--- src/rtl/t_stream_gen_if.sv ---
// Host base-write port and target token stream of t_stream_gen, bundled for
// connection between the host side (master) and the generator (slave).
interface t_stream_gen_if;
    logic       en;
    logic       in_valid;
    logic [1:0] in_base;
    logic       in_last;
    logic       in_ready;
    logic [2:0] t_o;
    logic       busy;
    logic       done;
    logic [7:0] seq_len;

    modport master (
        output en, in_valid, in_base, in_last,
        input  in_ready, t_o, busy, done, seq_len
    );

    modport slave (
        input  en, in_valid, in_base, in_last,
        output in_ready, t_o, busy, done, seq_len
    );
endinterface

--- src/rtl/t_stream_gen.sv ---
// Buffers host-written bases and frames each complete target sequence as a
// registered token stream: start marker, one token per base, end marker.
module t_stream_gen #(
    parameter int DEPTH = 16
) (
    input  logic          clk,
    input  logic          rst,
    t_stream_gen_if.slave bus
);
    localparam int            AW       = $clog2(DEPTH);
    localparam logic [AW:0]   FULL_CNT = (AW + 1)'(DEPTH);
    localparam logic [2:0]    TOK_BUB  = 3'b000;
    localparam logic [2:0]    TOK_STA  = 3'b001;
    localparam logic [2:0]    TOK_END  = 3'b010;

    typedef enum logic [1:0] {
        S_IDLE,
        S_START,
        S_DATA,
        S_END
    } state_t;

    // Length counter stops at 255 instead of wrapping for very long targets.
    function automatic logic [7:0] sat_inc(input logic [7:0] v);
        return (v == 8'hFF) ? v : v + 8'd1;
    endfunction

    logic [2:0]    mem [DEPTH];
    logic [AW-1:0] wr_ptr;
    logic [AW-1:0] rd_ptr;
    logic [AW:0]   count;
    logic [AW:0]   pending;
    logic          full;
    logic          empty;
    logic          wr_en;
    logic          pop;
    logic [2:0]    head;
    logic          wr_last;
    logic          pop_last;

    state_t        state_q;
    state_t        state_d;
    logic [2:0]    tok_p1;
    logic [2:0]    tok_d;
    logic          done_p1;
    logic          done_d;
    logic [7:0]    len_q;
    logic [7:0]    len_d;
    logic [7:0]    seq_len_q;
    logic [7:0]    seq_len_d;

    assign full     = (count == FULL_CNT);
    assign empty    = (count == '0);
    assign wr_en    = bus.in_valid && !full;
    assign head     = mem[rd_ptr];
    assign wr_last  = wr_en && bus.in_last;
    assign pop_last = pop && head[2];

    // Stage p0: base buffer, entries stored as {last, base}
    always_ff @(posedge clk) begin
        if (wr_en) begin
            mem[wr_ptr] <= {bus.in_last, bus.in_base};
        end
    end

    always_ff @(posedge clk or posedge rst) begin
        if (rst) begin
            wr_ptr  <= '0;
            rd_ptr  <= '0;
            count   <= '0;
            pending <= '0;
        end else begin
            if (wr_en) begin
                wr_ptr <= wr_ptr + 1'b1;
            end
            if (pop) begin
                rd_ptr <= rd_ptr + 1'b1;
            end
            case ({wr_en, pop})
                2'b10:   count <= count + 1'b1;
                2'b01:   count <= count - 1'b1;
                default: count <= count;
            endcase
            // pending tracks complete sequences still held in the buffer
            case ({wr_last, pop_last})
                2'b10:   pending <= pending + 1'b1;
                2'b01:   pending <= pending - 1'b1;
                default: pending <= pending;
            endcase
        end
    end

    // Emit FSM: with en low nothing advances and a bubble is driven.
    always_comb begin
        state_d   = state_q;
        pop       = 1'b0;
        tok_d     = TOK_BUB;
        done_d    = 1'b0;
        len_d     = len_q;
        seq_len_d = seq_len_q;
        if (bus.en) begin
            case (state_q)
                S_IDLE: begin
                    // a full buffer must start draining even without a last flag
                    if ((pending != '0) || full) begin
                        state_d = S_START;
                    end
                end
                S_START: begin
                    tok_d   = TOK_STA;
                    state_d = S_DATA;
                end
                S_DATA: begin
                    if (!empty) begin
                        pop   = 1'b1;
                        tok_d = {1'b1, head[1:0]};
                        len_d = sat_inc(len_q);
                        if (head[2]) begin
                            state_d = S_END;
                        end
                    end
                end
                S_END: begin
                    tok_d     = TOK_END;
                    done_d    = 1'b1;
                    seq_len_d = len_q;
                    len_d     = '0;
                    state_d   = S_IDLE;
                end
                default: state_d = S_IDLE;
            endcase
        end
    end

    // Stage p1: registered token, done pulse and sequence length
    always_ff @(posedge clk or posedge rst) begin
        if (rst) begin
            state_q   <= S_IDLE;
            tok_p1    <= TOK_BUB;
            done_p1   <= 1'b0;
            len_q     <= '0;
            seq_len_q <= '0;
        end else begin
            state_q   <= state_d;
            tok_p1    <= tok_d;
            done_p1   <= done_d;
            len_q     <= len_d;
            seq_len_q <= seq_len_d;
        end
    end

    assign bus.in_ready = !full;
    assign bus.t_o      = tok_p1;
    assign bus.busy     = (state_q != S_IDLE);
    assign bus.done     = done_p1;
    assign bus.seq_len  = seq_len_q;
endmodule

--- src/flat_wrapper.sv ---
// flat-port wrapper written by rule: the top's interface ports become plain ports
module t_stream_gen_flat 
#(
    parameter int DEPTH = 16
)
  (clk, rst, bus_en, bus_in_valid, bus_in_base, bus_in_last, bus_in_ready, bus_t_o, bus_busy, bus_done, bus_seq_len);
  t_stream_gen_if bus_i ();
  input  logic clk;
  input  logic rst;
  input wire logic [$bits(bus_i.en)-1:0] bus_en;
  input wire logic [$bits(bus_i.in_valid)-1:0] bus_in_valid;
  input wire logic [$bits(bus_i.in_base)-1:0] bus_in_base;
  input wire logic [$bits(bus_i.in_last)-1:0] bus_in_last;
  output wire logic [$bits(bus_i.in_ready)-1:0] bus_in_ready;
  output wire logic [$bits(bus_i.t_o)-1:0] bus_t_o;
  output wire logic [$bits(bus_i.busy)-1:0] bus_busy;
  output wire logic [$bits(bus_i.done)-1:0] bus_done;
  output wire logic [$bits(bus_i.seq_len)-1:0] bus_seq_len;
  assign bus_i.en = bus_en;
  assign bus_i.in_valid = bus_in_valid;
  assign bus_i.in_base = bus_in_base;
  assign bus_i.in_last = bus_in_last;
  assign bus_in_ready = bus_i.in_ready;
  assign bus_t_o = bus_i.t_o;
  assign bus_busy = bus_i.busy;
  assign bus_done = bus_i.done;
  assign bus_seq_len = bus_i.seq_len;
  t_stream_gen #(.DEPTH(DEPTH)) u_core (.clk(clk), .rst(rst), .bus(bus_i));
endmodule
--- config.mk ---
export PLATFORM = sky130hd
export DESIGN_NAME = t_stream_gen_flat
export DESIGN_NICKNAME = d
export VERILOG_FILES = /design/src/rtl/t_stream_gen_if.sv /design/src/rtl/t_stream_gen.sv /design/src/flat_wrapper.sv
export SDC_FILE = /design/constraint.sdc
export NUM_CORES = 1
export LEC_CHECK = 0
export ABC_AREA = 1
export ABC_CLOCK_PERIOD_IN_PS = 3600
export CORE_MARGIN = 2
export CORE_UTILIZATION = 45
export CTS_BUF_LIST = sky130_fd_sc_hd__clkbuf_16
export CTS_CLUSTER_DIAMETER = 50
export CTS_CLUSTER_SIZE = 16
export DETAILED_ROUTE_END_ITERATION = 12
export DONT_BUFFER_PORTS = 1
export GPL_TIMING_DRIVEN = 0
export SYNTH_ARGS = -nofsm -noshare
export SYNTH_HDL_FRONTEND = slang
export SYNTH_SLANG_ARGS = --single-unit
--- constraint.sdc ---
create_clock -name clk -period 3.6 [get_ports clk]
set_input_delay 0.36 -clock clk [delete_from_list [all_inputs] [get_ports clk]]
set_output_delay 0.36 -clock clk [all_outputs]
set_load 0.01 [all_outputs]
Yosys cells after proc, flatten, opt, wreduce, memory -nomap -nowiden
Memory sizes are Yosys's and may differ from the RTL's. Cells that the tools add are included.

Bits in registers: 40. Bits in writable memories: 48. Input port bits: 7. Output and inout bits: 14. Word-level logic and storage cells: 64. Memories kept: 1.

Memory list: u_core.mem (words 16, bits a word 3, rd ports 1, clocked after memory_dff 0, write ports 1, line t_stream_gen.sv:28) `logic [2:0] mem [DEPTH];`.

Add/subtract/negate cells: 7. Equality and inequality tests: 13. Multiplexer cells: 19. Reductions and logical operators: 15.

Operators with widths (count): 5-bit case mux with 2 select lines (2); 8-bit 2-to-1 mux (2); 8-bit case mux with 2 select lines (1); 5-bit by 1-bit adder with 5-bit output (second input constant) (2); 5-bit by 1-bit subtractor with 5-bit output (second input constant) (2); 3-bit case mux with 3 select lines (1); 4-bit by 1-bit adder with 4-bit output (second input constant) (2); 8-bit by 1-bit adder with 8-bit output (second input constant) (1); 2-bit == test (second input constant) (4); 8-bit == test (second input constant) (1); 2-bit case mux with 4 select lines (1); 4-bit AND reduction (2); 2-bit nonzero test (4); 1-bit 2-to-1 mux (7); 2-bit by 1-bit == test with 1-bit output (second input constant) (3); 2-bit 2-to-1 mux (3); 3-bit 2-to-1 mux (2); 5-bit == test (second input constant) (1); 5-bit logical NOT (1); 5-bit nonzero test (1); 2-bit by 1-bit != test with 1-bit output (second input constant) (2); 2-bit != test (second input constant) (2); 1-bit logical AND (3); 2-bit logical NOT (1); 3 further kinds (3).

Depth between registers and ports, before layout
Gate-level depths: netlist (run 1).

Word-level depth: 7. Depth in mapped cells: 17. Gate-level depth less buffers: 16.

Least setup slack after synthesis (run 1)
No wires, ideal clock.

Kind: flip-flop to flip-flop. Start point: register u_core.state_q[0]. End point: register u_core.count[4]. Setup time: 123 ps. Arrival: 2195 ps. Required time: 3477 ps. Setup slack: 1282 ps. Stages on the path, launching flop included: 15. Path buffers: 0. Clock period less this slack: 2318 ps. Cell sequence: dfrtp_1 inv_1 ha_1 o21ai_1 inv_1 nand2_2 inv_2 ha_1 inv_1 fa_1 inv_1 a21oi_1 o211ai_1 nand3_1 xor2_1.

Longest elaborated chain between the ends: 5. Elaborated cells on any way between the ends: 7. Classes of those cells: eq/ne (3); mux (3); reduce/logical (1).

RTL lines: from (decl) (line t_stream_gen.sv:41) `state_t state_q;`; from (signal assigned) (line t_stream_gen.sv:144) `state_q <= state_d;`; 2-bit == test * (line t_stream_gen.sv:102) `case (state_q)`; 1-bit 2-to-1 mux * (line t_stream_gen.sv:102); 1-bit 2-to-1 mux * (line t_stream_gen.sv:101) `if (bus.en) begin`; named net u_core.pop (line t_stream_gen.sv:36) `logic pop;`; 2-bit by 1-bit == test with 1-bit output / 2-bit == test (equally long branches) (line t_stream_gen.sv:79) `case ({wr_en, pop})`; 5-bit case mux with 2 select lines / 2-bit nonzero test (equally long branches); to (signal assigned) (line t_stream_gen.sv:80) `2'b10: count <= count + 1'b1;`; to (signal assigned) (line t_stream_gen.sv:81) `2'b01: count <= count - 1'b1;`; to (signal assigned) (line t_stream_gen.sv:82) `default: count <= count;`; to (decl) (line t_stream_gen.sv:31) `logic [AW:0] count;`.

The timed path passes the listed nets; every way through them passes the cells marked *. A chain may end at the register's enable or synchronous reset.

Worst setup path after layout (run 1)
Start point: register u_core.rd_ptr[2]. End point: register u_core.pending[4].

Longest elaborated chain between the ends: 4. Elaborated cells on any way between the ends: 6. Classes of those cells: eq/ne (2); mux (1); reduce/logical (2); memory (1).

RTL lines: from (decl) (line t_stream_gen.sv:30) `logic [AW-1:0] rd_ptr;`; from (signal assigned) (line t_stream_gen.sv:77) `rd_ptr <= rd_ptr + 1'b1;`; memory read 16 x 3 bit *; 1-bit logical AND * (line t_stream_gen.sv:57) `assign pop_last = pop && head[2];`; 2-bit by 1-bit == test with 1-bit output / 2-bit == test (equally long branches) (line t_stream_gen.sv:85) `case ({wr_last, pop_last})`; 5-bit case mux with 2 select lines / 2-bit nonzero test (equally long branches); to (signal assigned) (line t_stream_gen.sv:86) `2'b10: pending <= pending + 1'b1;`; to (signal assigned) (line t_stream_gen.sv:87) `2'b01: pending <= pending - 1'b1;`; to (signal assigned) (line t_stream_gen.sv:88) `default: pending <= pending;`; to (decl) (line t_stream_gen.sv:32) `logic [AW:0] pending;`.

Every way passes the cells marked *; elsewhere a longest branch is shown, timed or not.

==> flow_metrics.env, run 1 <==
export IMPL_muxShareOfSynthArea=0
export IMPL_worst_setup_path_type="reg2reg"
export IMPL_cts_resized=0
export IMPL_netlist_area_leader_share=0.3397
export IMPL_h_tree_depth=3
export IMPL_die_width_um=101.1
export IMPL_synth_area_sq_mm=0.004243
export IMPL_switchingPower_mw=1.494
export IMPL_wl_met3_um=303
export IMPL_cts_hold_buffers=0
export IMPL_tightest_slew_ns=0.8443
export IMPL_p_leak_nw=2.057
export IMPL_finalSetupViolations=0
export IMPL_slew_violations=0
export IMPL_drcViolationCount=0
export IMPL_dpl_cell_count=542
export IMPL_grt_max_degree=41
export IMPL_initial_core_util=0.4614
export IMPL_fin_nets=467
export IMPL_yosysSeqAreaShare=0.5756
export IMPL_grtUsageTotal=0.1800
export IMPL_period_share=0.7400
export IMPL_met1Wirelength_um=4096
export IMPL_synth_nets=456
export IMPL_synth_compound_area_frac=0.07343
export IMPL_cts_clk_slew_worst_paths_ns=0.07
export IMPL_synth_area_leader_cell="edfxtp_1"
export IMPL_power_frac_clock=0.249
export IMPL_grt_pass1_vias=2772
export IMPL_cap_viol_max_count=0
export IMPL_dr_max_layer_used="met4"
export IMPL_total_power_mw=3.879
export IMPL_areaGrowthSynthToFinish_pct=10.68
export IMPL_cp_start_kind="flip-flop"
export IMPL_synthFlopType="edfxtp_1"
export IMPL_yosys_area_share_xor_xnor=0.03509
export IMPL_yosys_top_cells_area="edfxtp_1 34%, dfrtp_1 24%, nand2_1 8.8%, ha_1 5.0%, nand3_1 4.7%"
export IMPL_synth_top_family_by_area="simple AND/OR/NAND/NOR gates"
export IMPL_clk_latency_ns=0.34
export IMPL_synth_simple_area_share=0.1929
export IMPL_fin_worst_skew_ns=0.009037
export IMPL_critPathCaptureType="flip-flop"
export IMPL_cts_tree="yes"
export IMPL_synth_area_per_cell_sq_um=9.844
export IMPL_cts_root_buf="clkbuf_16"
export IMPL_fp_coreArea_sq_mm=0.009196
export IMPL_die_y_um=101.1
export IMPL_min_period_ns=2.664
export IMPL_synth_adder_area_share=0.05485
export IMPL_clockBufferDepth=2
export IMPL_holdWs_ns=0.06929
export IMPL_clkSinkCount=88
export IMPL_pwr_share_seq=0.399
export IMPL_pwr_density_cell_mw_per_mm2=826.1
export IMPL_cp_required_ns=3.83
export IMPL_grt_pass1_wl_um=14080
export IMPL_antenna_found_initial=0
export IMPL_max_freq_mhz=375.4
export IMPL_drive_gt1_frac=0.09620
export IMPL_grt_overflow=0
export IMPL_hold_viol=0
export IMPL_synth_most_common_cell="nand2_1"
export IMPL_ys_ff_latch=88
export IMPL_cts_setup_buffers=0
export IMPL_cts_buffers=9
export IMPL_final_setup_tns_ns=0
export IMPL_firstDrtPassIters=4
export IMPL_layout_cells_non_filler=558
export IMPL_ys_types=30
export IMPL_intPower_mw=2.385
export IMPL_met2WireLength_um=3862
export IMPL_drt_total_wl_um=8353
export IMPL_rows=35
export IMPL_status="complete, no violations"
export IMPL_die_area_sq_mm=0.01022
export IMPL_wl_per_cell_um=14.97
export IMPL_drt_iter0_drc=119
export IMPL_async_flop_share=0.4545
export IMPL_slew_headroom=0.4363
export IMPL_globalplace_congestion=0.8327
export IMPL_peakVddDrop_uv=356.1
export IMPL_critPathArrivalTime_ns=2.89
export IMPL_synthTopCellsByCount="99 x nand2_1, 48 x edfxtp_1, 45 x inv_1"
export IMPL_cp_max_fo=8
export IMPL_comb_power_share=0.352
export IMPL_n_antenna_cell=0
export IMPL_rsz0062_at_grt="no"
export IMPL_vias_per_cell=5.065
export IMPL_p_sw_frac=0.3852
export IMPL_port_buffers=0
export IMPL_min_path_type="in2async"
export IMPL_ant_nets=0
export IMPL_synth_cells=431
export IMPL_vias=2826
export IMPL_pin_count=21
export IMPL_yosysWarnings=0
export IMPL_dp_hpwl_um=5783
export IMPL_synth_edf_count=48
final cells by class:
type / instances / area (sq um)
Inverter: 51 / 191.4
Clock inverter: 5 / 38.79
Fill cell: 855 / 4501
Sequential cell: 88 / 2442
Tap cell: 111 / 138.9
Clock buffer: 11 / 275.3
Multi-Input combinational cell: 282 / 1511
Buffer: 10 / 97.59
logic make-up after synthesis:
family | after synthesis
DFF | 88
xor gates and xnor gates | 17
AOI/OAI and AO/OA | 54
and+or+nand+nor | 193
adders and majority gates | 18
buffers and inverters | 61
per-stage QoR:
| step | util | setup slack (ns) | instance area, sq um |
|---|---|---|---|
| 2_1_floorplan | - | 1.282 | 4243 |
| 3_3_place_gp | 0.4765 | 1.016 | 4382 |
| 3_5_place_dp | 0.4765 | 0.9543 | 4382 |
| 4_1_cts | 0.5106 | 0.9454 | 4696 |
| 5_1_grt | 0.5106 | 0.6427 | 4696 |
| 6_report | 0.5106 | 0.9360 | 4696 |
final timing paths:
check	startpoint	depth (start not counted)	end	slack [ns]
worst max-delay path	u_core.rd_ptr[2]	14	u_core.pending[4]	0.94
worst min-delay path	rst	1	u_core.len_q[5]	0.07
worst max register to register	u_core.rd_ptr[2]	14	u_core.pending[4]	0.94
worst min register to register	u_core.count[0]	1	u_core.count[0]	0.50
max in group asynchronous	rst	1	u_core.bus.done	3.00
min in group clk	bus_in_base[1]	0	u_core.mem[15][1]	0.12
flip-flops by register name, indices dropped and copies added, names as in the netlist:
| name | count |
|---|---|
| u_core.len_q | 8 |
| u_core.wr_ptr | 4 |
| u_core.state_q | 2 |
| u_core.bus.t_o | 3 |
| u_core.bus.done | 1 |
| u_core.rd_ptr | 4 |
| u_core.bus.seq_len | 8 |
| u_core.mem | 48 |
| u_core.pending | 5 |
| u_core.count | 5 |
worst max-delay path: stages (launching register included):
cell     delay [ns]
dfrtp_1        0.38
buf_2          0.18
inv_1          0.22
nand3_1        0.15
nand3_1        0.09
nand2_1        0.09
nor2_1         0.19
ha_1           0.28
xor2_1         0.12
ha_1           0.19
a21oi_1        0.28
nor2_1         0.09
nand2_1        0.07
nand3_1        0.08
xor2_1         0.15
power by group through the flow:
stage | logic, mW | clock network, mW | registers (mW)
floorplan | 1.07 | 0 | 1.51
global placement | 1.34 | 0 | 1.56
detailed placement | 1.37 | 0 | 1.57
CTS | 1.38 | 0.982 | 1.55
global route | 1.57 | 1.02 | 1.59
finish | 1.37 | 0.965 | 1.55
metal layers:
metal | global-route usage | vias to the layer above
li1 | - | 1450
met1 | 0.2501 | 1324
met2 | 0.2837 | 44
met3 | 0.04230 | 8
met4 | 0.05301 | 0
met5 | 0 | -
cell usage in the layout (no fill, tap or decap):
cell / netlist / final
inv_4: 0 / 2
clkinv_4: 0 / 1
o21ai_2: 3 / 3
nor3_1: 2 / 2
nand2_1: 99 / 99
o21ai_1: 8 / 8
o21a_1: 2 / 2
xor2_1: 14 / 14
a21oi_2: 1 / 1
xnor2_1: 3 / 3
a31oi_1: 1 / 1
o31ai_1: 3 / 3
inv_2: 6 / 7
fa_1: 1 / 1
nand3_2: 3 / 3
o211ai_1: 5 / 5
buf_12: 1 / 1
inv_6: 0 / 2
ha_1: 17 / 17
a21oi_1: 6 / 6
o21ai_0: 25 / 25
nand3_1: 40 / 40
nand2_4: 1 / 1
buf_2: 2 / 2
buf_4: 1 / 1
inv_1: 45 / 44
dfrtp_1: 40 / 40
clkbuf_1: 1 / 1
buf_6: 5 / 5
clkbuf_16: 0 / 11
nand2_2: 3 / 3
edfxtp_1: 48 / 48
nor2_1: 42 / 42
nand4_1: 3 / 3
(Power assumes the default switching activity.)
==> inputs of run 2 (changes only) <==
Settings changed: ABC_CLOCK_PERIOD_IN_PS 3600 to 2680.
Clock period 3.6 ns to 2.68 ns, I/O delays scaled along.
==> run 2 against run 1 <==
Die area stayed put; design area up 1.2%; via count grew 0.57%; final cell count is the same; largest power group unchanged; the flow now finishes with violations (hold timing).
==> flow_metrics.env, run 2 (synthesized netlist as in run 1, its figures left out) <==
export IMPL_areaGrowthSynthToFinish_pct=12.03
export IMPL_critPathCaptureType="flip-flop"
export IMPL_finalSetupViolations=0
export IMPL_die_area_sq_mm=0.01022
export IMPL_dp_hpwl_um=5783
export IMPL_pwr_share_seq=0.395
export IMPL_grt_pass1_wl_um=14080
export IMPL_grt_overflow=0
export IMPL_comb_power_share=0.358
export IMPL_grt_pass1_vias=2772
export IMPL_min_path_type="in2async"
export IMPL_cts_tree="yes"
export IMPL_clockBufferDepth=2
export IMPL_fin_worst_skew_ns=0.009266
export IMPL_firstDrtPassIters=4
export IMPL_pin_count=21
export IMPL_rows=35
export IMPL_cts_setup_buffers=0
export IMPL_cp_slowest_cell="dfrtp_1"
export IMPL_fillers=842
export IMPL_critPathArrivalTime_ns=2.67
export IMPL_die_y_um=101.1
export IMPL_holdWs_ns=-0.01750
export IMPL_wl_per_cell_um=15.11
export IMPL_cp_max_fo=10
export IMPL_clkSinkCount=88
export IMPL_globalplace_congestion=0.8327
export IMPL_total_power_mw=5.278
export IMPL_cp_cell_sequence="inv_2 > buf_6 > nand2_1 > nand3_1 > nand3_1 > nand3_1 > nand2_1 > nor2_2 > ha_4 > xor2_2 > ha_1 > a21oi_2 > o21ai_0 > nand3_1 > xor2_1"
export IMPL_pwr_density_cell_mw_per_mm2=1110
export IMPL_h_tree_depth=3
export IMPL_hold_viol=40
export IMPL_failed_checks="hold timing"
export IMPL_drive_gt1_frac=0.1141
export IMPL_final_cell_mix="99 x nand2_1, 48 x edfxtp_1, 42 x inv_1"
export IMPL_vias_per_cell=5.093
export IMPL_power_frac_clock=0.246
export IMPL_status="finished, violations left"
export IMPL_cts_buffers=9
export IMPL_max_freq_mhz=409.0
export IMPL_slew_violations=0
export IMPL_intPower_mw=3.236
export IMPL_cts_clk_slew_worst_paths_ns=0.07
export IMPL_grtUsageTotal=0.1800
export IMPL_switchingPower_mw=2.042
export IMPL_cts_hold_buffers=0
export IMPL_cts_resized=0
export IMPL_period_share=0.9122
export IMPL_cp_start_kind="flip-flop"
export IMPL_cpMostUsedCell="nand3_1"
export IMPL_die_width_um=101.1
export IMPL_peakVddDrop_uv=436.6
export IMPL_ant_nets=0
export IMPL_fin_nets=467
export IMPL_fp_coreArea_sq_mm=0.009196
export IMPL_port_buffers=0
export IMPL_p_sw_frac=0.3870
export IMPL_largest_register_ffs=48
export IMPL_antenna_found_initial=0
export IMPL_tightest_slew_ns=0.8552
export IMPL_largest_register="u_core.mem"
export IMPL_cts_root_buf="clkbuf_16"
export IMPL_initial_core_util=0.4614
export IMPL_vias=2842
export IMPL_cp_required_ns=2.91
export IMPL_n_antenna_cell=0
export IMPL_worst_setup_path_type="reg2reg"
export IMPL_slew_headroom=0.4291
export IMPL_drt_total_wl_um=8433
export IMPL_min_period_ns=2.445
export IMPL_clk_latency_ns=0.34
export IMPL_cap_viol_max_count=0
export IMPL_slowest_delay_ns=0.42
export IMPL_grt_max_degree=41
export IMPL_p_leak_nw=2.051
export IMPL_drt_iter0_drc=144
export IMPL_drcViolationCount=0
export IMPL_layout_commonest_cell="nand2_1"
run 2: cell types whose count changed in the layout (fill, tap and decap cells not counted), sizes merged:
cell,delta
clkinvlp,+1
buf,-1
clkbuf,+1
inv,-1
run 2: worst paths after layout:
| kind | start | end | slack (ns) | cells after the start |
|---|---|---|---|---|
| worst max-delay path | u_core.rd_ptr[0] | u_core.pending[4] | 0.24 | 15 |
| worst min-delay path | rst | u_core.state_q[0] | -0.02 | 1 |
| worst max register to register | u_core.rd_ptr[0] | u_core.pending[4] | 0.24 | 15 |
| worst min register to register | u_core.count[0] | u_core.count[0] | 0.50 | 1 |
| max in group asynchronous | rst | u_core.wr_ptr[2] | 2.16 | 1 |
| min in group clk | bus_in_base[1] | u_core.mem[15][1] | 0.03 | 0 |
run 2: cell type report:
| class | instances | area [sq um] | share of cell area |
|---|---|---|---|
| buffer | 10 | 100.1 | 0.02106 |
| clock buffer | 11 | 275.3 | 0.05791 |
| clock inverter | 5 | 38.79 | 0.008160 |
| inverter | 51 | 195.2 | 0.04106 |
| multi-input combinational | 282 | 1563 | 0.3288 |
| sequential | 88 | 2442 | 0.5138 |
| tap | 111 | 138.9 | 0.02922 |
run 2: metal layers:
metal / wire, um / GRT usage / up-vias
met5: 0 / 0 / -
met4: 86 / 0.05301 / 0
met3: 335 / 0.04230 / 7
met2: 3946 / 0.2837 / 49
met1: 4065 / 0.2501 / 1343
li1: - / - / 1443
run 2: stage by stage:
step                      setup TNS (ns)  utilization  area (sq um)  std cells  setup slack [ns]
after global placement                 0       0.4765          4382        542           0.09595
after floorplan                        0            -          4243        431            0.3624
after CTS                              0       0.5106          4696        558           0.02540
after detailed placement               0       0.4765          4382        542           0.03427
after global routing            -0.02194       0.5169          4753        558          -0.02194
final                                  0       0.5169          4753        558            0.2353
run 2: worst max-delay path: cells and delay by family, from the launching register on:
family / cells / cell delay [ns]
xor+xnor: 2 / 0.30
simple gates: 7 / 0.73
flops: 1 / 0.42
fa+ha+maj: 2 / 0.38
buf+inv: 2 / 0.26
compound gates: 2 / 0.24
run 2: power by group through the flow:
stage          Clock (mW)  Sequential, mW  Combinational [mW]
3_3_place_gp            0            2.10                1.80
5_1_grt              1.38            2.14                2.17
4_1_cts              1.32            2.08                1.85
3_5_place_dp            0            2.10                1.84
2_1_floorplan           0            2.03                1.44
6_report             1.30            2.09                1.89
